--- src/rtl/ota_pkg.sv ---
// Shared types and default sizing for the OTA bitstream decimator.
// Imported by the synchronizer and the decimator top.
package ota_pkg;

  typedef enum logic {
    IDLE,
    ACQ
  } ota_state_t;

  localparam int OTA_WINDOW_LOG2 = 8;
  localparam int OTA_OUT_W       = 8;
  localparam int OTA_SYNC_STAGES = 2;

endpackage

--- src/rtl/ota_cmp_sync.sv ---
// Flop-chain synchronizer for an asynchronous 1-bit pin.
// Output is the input delayed STAGES clocks.
module ota_cmp_sync
  import ota_pkg::*;
#(
  parameter int STAGES = OTA_SYNC_STAGES
) (
  input  logic clk,
  input  logic rst,
  input  logic d,
  output logic q
);

  logic [STAGES-1:0] chain;

  // shift the raw pin through the chain; reset clears every stage
  always_ff @(posedge clk) begin
    if (rst) begin
      chain <= '0;
    end else begin
      chain <= {chain[STAGES-2:0], d};
    end
  end

  assign q = chain[STAGES-1];

endmodule

--- src/rtl/ota_bitstream_decimator.sv ---
// Pulse-density decimator: counts ones over a fixed window of
// qualified comparator samples and hands out a saturated code.
module ota_bitstream_decimator
  import ota_pkg::*;
#(
  parameter int WINDOW_LOG2 = OTA_WINDOW_LOG2,
  parameter int OUT_W       = OTA_OUT_W,
  parameter int SYNC_STAGES = OTA_SYNC_STAGES
) (
  input  logic             clk,
  input  logic             rst,
  input  logic             en,
  input  logic             cmp_in,
  input  logic             sample_en,
  input  logic             start,
  input  logic             continuous,
  output logic [OUT_W-1:0] dout,
  output logic             dout_valid,
  input  logic             dout_ready,
  output logic             busy,
  output logic             overrun
);

  localparam int CW    = WINDOW_LOG2 + 1;
  localparam int SHIFT = WINDOW_LOG2 - OUT_W;

  localparam logic [CW-1:0] FULL_C =
    {1'b1, {WINDOW_LOG2{1'b0}}};
  localparam logic [CW-1:0] MAX_C =
    {{(CW-OUT_W){1'b0}}, {OUT_W{1'b1}}};
  localparam logic [CW-1:0] ONE_C =
    {{WINDOW_LOG2{1'b0}}, 1'b1};

  ota_state_t state;
  ota_state_t state_n;

  logic            cmp_s;
  logic [CW-1:0]   sample_cnt;
  logic [CW-1:0]   ones_cnt;
  logic [CW-1:0]   shifted;
  logic [OUT_W-1:0] result;
  logic            launch;
  logic            win_full;
  logic            result_evt;

  ota_cmp_sync #(
    .STAGES(SYNC_STAGES)
  ) u_sync (
    .clk(clk),
    .rst(rst),
    .d  (cmp_in),
    .q  (cmp_s)
  );

  // a full count is held for one cycle and converted on the next edge
  assign launch     = (state == IDLE) && en && start;
  assign win_full   = (state == ACQ) && (sample_cnt == FULL_C);
  assign result_evt = win_full && en;
  assign busy       = (state == ACQ);

  // state register
  always_ff @(posedge clk) begin
    if (rst) begin
      state <= IDLE;
    end else begin
      state <= state_n;
    end
  end

  // next-state: enable low always wins, single-shot ends on full window
  always_comb begin
    state_n = state;
    if (!en) begin
      state_n = IDLE;
    end else begin
      unique case (state)
        IDLE: if (start) state_n = ACQ;
        ACQ:  if (win_full && !continuous) state_n = IDLE;
        default: state_n = IDLE;
      endcase
    end
  end

  // sample and ones counters; a continuous restart keeps this cycle's sample
  always_ff @(posedge clk) begin
    if (rst || !en || launch) begin
      sample_cnt <= '0;
      ones_cnt   <= '0;
    end else if (state == ACQ) begin
      if (win_full) begin
        if (continuous) begin
          sample_cnt <= {{WINDOW_LOG2{1'b0}}, sample_en};
          ones_cnt   <= {{WINDOW_LOG2{1'b0}}, sample_en & cmp_s};
        end else begin
          sample_cnt <= '0;
          ones_cnt   <= '0;
        end
      end else if (sample_en) begin
        sample_cnt <= sample_cnt + ONE_C;
        ones_cnt   <= ones_cnt + {{WINDOW_LOG2{1'b0}}, cmp_s};
      end
    end
  end

  // scale the window count to the code width, clamping the all-ones case
  always_comb begin
    shifted = ones_cnt >> SHIFT;
    result  = shifted[OUT_W-1:0];
    if (shifted > MAX_C) begin
      result = MAX_C[OUT_W-1:0];
    end
  end

  // output register with valid/ready hold and sticky drop flag
  always_ff @(posedge clk) begin
    if (rst) begin
      dout       <= '0;
      dout_valid <= 1'b0;
      overrun    <= 1'b0;
    end else begin
      if (launch) begin
        overrun <= 1'b0;
      end
      if (result_evt) begin
        if (dout_valid && !dout_ready) begin
          overrun <= 1'b1;
        end else begin
          dout       <= result;
          dout_valid <= 1'b1;
        end
      end else if (dout_valid && dout_ready) begin
        dout_valid <= 1'b0;
      end
    end
  end

endmodule

--- config.mk ---
export PLATFORM = sky130hd
export DESIGN_NAME = ota_bitstream_decimator
export DESIGN_NICKNAME = d
export VERILOG_FILES = /design/src/rtl/ota_pkg.sv /design/src/rtl/ota_cmp_sync.sv /design/src/rtl/ota_bitstream_decimator.sv
export SDC_FILE = /design/constraint.sdc
export NUM_CORES = 1
export LEC_CHECK = 0
export CORE_AREA = 2 2 54 56
export CTS_BUF_LIST = sky130_fd_sc_hd__clkbuf_16
export DETAILED_ROUTE_END_ITERATION = 10
export DIE_AREA = 0 0 56 58
export GPL_TIMING_DRIVEN = 0
export PLACE_DENSITY = 0.82
export SLEW_MARGIN = 0
export SYNTH_ARGS = -nofsm -noshare
export SYNTH_HDL_FRONTEND = slang
export SYNTH_SLANG_ARGS = --single-unit
--- constraint.sdc ---
create_clock -name clk -period 2.7 [get_ports clk]
set_input_delay 0.405 -clock clk [delete_from_list [all_inputs] [get_ports clk]]
set_output_delay 0.405 -clock clk [all_outputs]
set_load 0.005 [all_outputs]
# After elaboration in Yosys (flattened, before gate mapping)
# Cells that the tools add are included.
[classes] n_bitwise=4 magnitude_cmp=1 n_reduce_logical=18 n_mux=16 eq_ne=2 add_sub_neg=2
[op_table] cell="$mux 9" count=4
[op_table] cell="$mux 1" count=10
[op_table] cell="$add 9x1->9" count=1
[op_table] cell="$add 9x1->9 const B" count=1
[op_table] cell="$eq 9x9->1 const B" count=1
[op_table] cell="$gt 9x8->1 const B" count=1
[op_table] cell="$mux 8" count=1
[op_table] cell="$logic_and 1x1->1" count=7
[op_table] cell="$reduce_and 2->1" count=3
[op_table] cell="$reduce_bool 2->1" count=2
[op_table] cell="$logic_not 1->1" count=3
[op_table] cell="$not 1->1" count=3
[op_table] cell="$logic_or 1x1->1" count=2
[op_table] cell="$ne 2x2->1 const B" count=1
[op_table] cell="$pmux 1 s2" count=1
[op_table] cell="$reduce_or 2->1" count=1
[op_table] cell="$and 1x1->1" count=1
[totals] inputBits=8 wordCells=50 regBits=31 out_inout_bits=11

# Depth between registers and ports, before layout
[depth] ltp_word=6 depth_mapped=7 depth_no_buf=6

# Modules after synthesis
# Synthesis repeated with hierarchy kept, for this count alone.
[unflattened] hier_cells=186 area_unflattened_um2=1556.5
[modules_own_cells] mod="ota_bitstream_decimator" area_each_um2=1503.9 seq_area_each_um2=580.6 n_inst=1 cells_each=182
[modules_own_cells] mod="ota_cmp_sync" area_each_um2=52.6 seq_area_each_um2=40.0 n_inst=1 cells_each=4

# Least setup slack after synthesis
# No wires, ideal clock.
[synth_timing] path_kind="register -> register" from="register sample_cnt[0]" to="register ones_cnt[2]" required_ns=2.609 setup_time_ns=0.091 stages_incl_launch_ff=7 setup_slack_ns=1.106 period_less_slack_ns=1.594 t_arrival_ns=1.503 path_buffers=0 cell_sequence="dfxtp_1 -> inv_1 -> ha_1 -> and4bb_2 -> a21oi_1 -> a31oi_1 -> a311oi_1"
[synth_between] elab_chain_len=4 elab_cells_between_ends=5 cone_classes="1 x eq/ne; 1 x mux; 3 x reduce/logical"
[synth_lines] item="start: declaration" line_no="ota_bitstream_decimator.sv:38" text="logic [CW-1:0] sample_cnt;"
[synth_lines] item="start signal: assignment" line_no="ota_bitstream_decimator.sv:92" text="sample_cnt <= {{WINDOW_LOG2{1'b0}}, sample_en};"
[synth_lines] item="start signal: assignment" line_no="ota_bitstream_decimator.sv:99" text="sample_cnt <= sample_cnt + ONE_C;"
[synth_lines] item="$eq 9x9->1 *" line_no="ota_bitstream_decimator.sv:57" text="assign win_full = (state == ACQ) && (sample_cnt == FULL_C);"
[synth_lines] item="$logic_and 1x1->1 *" line_no="ota_bitstream_decimator.sv:57"
[synth_lines] item="$reduce_bool 2->1 (no source line)"
[synth_lines] item="$reduce_and 2->1 (no source line)"
[synth_lines] item="end signal: assignment" line_no="ota_bitstream_decimator.sv:93" text="ones_cnt <= {{WINDOW_LOG2{1'b0}}, sample_en & cmp_s};"
[synth_lines] item="end signal: assignment" line_no="ota_bitstream_decimator.sv:100" text="ones_cnt <= ones_cnt + {{WINDOW_LOG2{1'b0}}, cmp_s};"
[synth_lines] item="end: declaration" line_no="ota_bitstream_decimator.sv:39" text="logic [CW-1:0] ones_cnt;"
# Every way passes the cells marked *; elsewhere a longest branch is shown, timed or not.
# A chain may end at the register's enable or synchronous reset.

# Final worst setup path
# Ends and elaborated chain as after synthesis.

==> impl_metrics.ini <==
[route]
wl_met3_um = 194
met2_length_um = 1816
wl_per_cell_um = 15.82
via_per_inst = 6.255
vias = 1470
drc_errors = 0
wl_met1_um = 1625
drt_first_pass_iters = 4
dr.max_layer_used = met4
finalWirelength_um = 3717
postRouteAntennaNets = 0
drtIter0Drc = 67

[floorplanning]
dieArea_um2 = 3248
core-area_um2 = 2663
rows = 19
die_h_um = 58
io_pins = 19
start_util_pct = 56.63
die_w_um = 56

[sta]
slew_headroom_pct = 50.92
period_share_pct = 75.99
hold_viol = 0
fin_ws_ns = 0.6482
tightest_slew_ns = 0.7362
finalSetupViolCount = 0
final.setup.tns_ns = 0
period_minus_slack_ns = 2.052
max_freq_mhz = 487.4
grt_setup_unrepaired = no
skew_ns = 0.005815
finalMaxSlewViolations = 0

[finish]
drive_gt1_share_pct = 7.353
syn_to_final_growth_pct = 24.40
multi_input_area_um2 = 817.0
register_area_um2 = 620.6
final_cell_mix = 31 x dfxtp_1, 18 x nor3_1, 17 x clkdlybuf4s50_1
nFillCells = 217
final_common_cell = dfxtp_1
diodes = 0
finalNetCount = 216

[critical_path]
critPathSlowestCell = a21oi_1
slowest_delay_ns = 0.44
startpoint_type = flop
path_class = flop to flop
cp_cell_sequence = inv_1 -> ha_1 -> and4bb_2 -> a21oi_1 -> a31oi_1 -> a311oi_1
path_max_fanout = 6
critical_path_required_ns = 2.87
endpoint_kind = flop
cp.arrival_ns = 2.22

[synth]
yosys_warnings = 0
async_flop_share_pct = 0
netlist_area_um2 = 1508
synthCells = 180
synth-seq-area-share_pct = 41.16
synth_flop_cell = dfxtp_1
avgSynthCellArea_um2 = 8.376
ys_types = 44
synth_nets = 192
synth-seq-cells = 31
synth_edf_count = 0

[place]
port_buffers = 17
dp_slack_ns = 0.5555
gp_congestion = 0.7949
place_hpwl_um = 2550

[clock_network]
h-tree-depth = 2
cts.sinks = 31
cts.path.max_buffers = 2
hold_buffers = 0
clock_latency_ns = 0.28
clk_pin_slew_ns = 0.05
cts_resized = 0
root_buffer = clkbuf_16
cts_tree = done
post_cts_buffers = 0
numCtsBuffers = 5

[power]
cellPowerDensity_nw_per_um2 = 598.4
p_leak_nw = 0.6181
vdd_drop_max_v = 0.0004771

[hold_path]
min_path_type = flop to flop

[global_route]
grt_max_degree = 11
track_usage_pct = 25.91
grt_remaining_overflow = 0
antenna_found_initial = 0
grt_pass1_wl_um = 6513
grt_pass1_vias = 1477

[job]
maxCapViolCount = 0

[outcome]
status = finished, final reports clean
[synth_stat cells (2+ instances only)]
| cell | instances | area, um2 |
|---|---|---|
| nand4_1 | 10 | 62.56 |
| ha_1 | 4 | 50.05 |
| and4_1 | 2 | 17.52 |
| a32o_1 | 4 | 40.04 |
| o21ai_0 | 5 | 25.02 |
| nand2b_1 | 5 | 31.28 |
| a21oi_1 | 11 | 55.05 |
| inv_1 | 6 | 22.52 |
| nand2_1 | 12 | 45.04 |
| nor2_1 | 15 | 56.30 |
| nand3_1 | 4 | 20.02 |
| dfxtp_1 | 31 | 620.6 |
| nor2b_1 | 2 | 12.51 |
| nor3_1 | 18 | 90.09 |
| o21ai_1 | 7 | 35.03 |
| clkbuf_1 | 5 | 18.77 |
| a31oi_1 | 3 | 18.77 |
| and3_1 | 2 | 12.51 |
| nor4_1 | 4 | 25.02 |
| or3_1 | 4 | 25.02 |
| buf_2 | 2 | 10.01 |
| xnor2_1 | 2 | 17.52 |
[layout make-up]
type / count / area share (%)
repair buffers: 17 / 9.073
clock inverters: 2 / 1.801
clock buffers: 5 / 6.671
multi-input cells: 133 / 43.56
plain buffers: 9 / 2.335
well taps: 31 / 2.068
flip-flops and latches: 31 / 33.09
inverters: 7 / 1.401
[flip-flops by register name (all words and copies together), names as in the netlist]
register and cells:
dout_valid 1, busy 1, overrun 1, sample_cnt 9
u_sync.chain 2, ones_cnt 9, dout 8
[report_power, final]
part           leakage (nW)  switching [W]  internal, W
Combinational         0.287      0.0000259    0.0000171
Clock                0.0811       0.000191     0.000425
Sequential            0.250     0.00000256     0.000461
Total                 0.618       0.000219     0.000903
[worst paths after layout]
kind,startpoint,end,slack [ns],cells after the start
max reg2reg,sample_cnt[0],ones_cnt[2],0.65,6
min reg2reg,u_sync.chain[0],u_sync.chain[1],0.44,1
min,u_sync.chain[0],u_sync.chain[1],0.44,1
max,sample_cnt[0],ones_cnt[2],0.65,6
[worst max-delay path: cells and delay by family, from the launching register on]
| kind | cells | cell delay (ns) |
|---|---|---|
| compound gates | 3 | 0.94 |
| fa+ha+maj | 1 | 0.23 |
| buf+inv | 1 | 0.11 |
| flops | 1 | 0.39 |
| simple gates | 1 | 0.28 |
[through the flow]
stage	power [W]	hold WS (ns)	cells	util (%)	cell area, um2
finish	0.001122	0.4419	235	70.44	1876
global route	0.001157	0.4741	235	70.44	1876
CTS	0.001123	0.4423	235	70.44	1876
detailed placement	0.0005144	0.4307	228	64.47	1717
global placement	0.0005131	0.4212	228	64.47	1717
floorplan	0.0004947	0.4138	180	-	1508
[layer usage]
layer	GRT usage [%]	vias to the layer above
met4	12.59	0
met1	31.22	683
met5	0	-
met2	42.35	55
met3	8.036	13
li1	-	719
[cells by family after synthesis]
| family | after synthesis | synth area share, % |
|---|---|---|
| AND/OR/NAND/NOR | 87 | 32.28 |
| flip-flops | 31 | 41.16 |
| adder cells (fa/ha/maj) | 4 | 3.320 |
| XOR/XNOR | 2 | 1.162 |
| AO/OA/AOI/OAI | 40 | 17.43 |
| buffers and inverters | 16 | 4.647 |
Note: power is estimated with default switching activity, not from simulation.
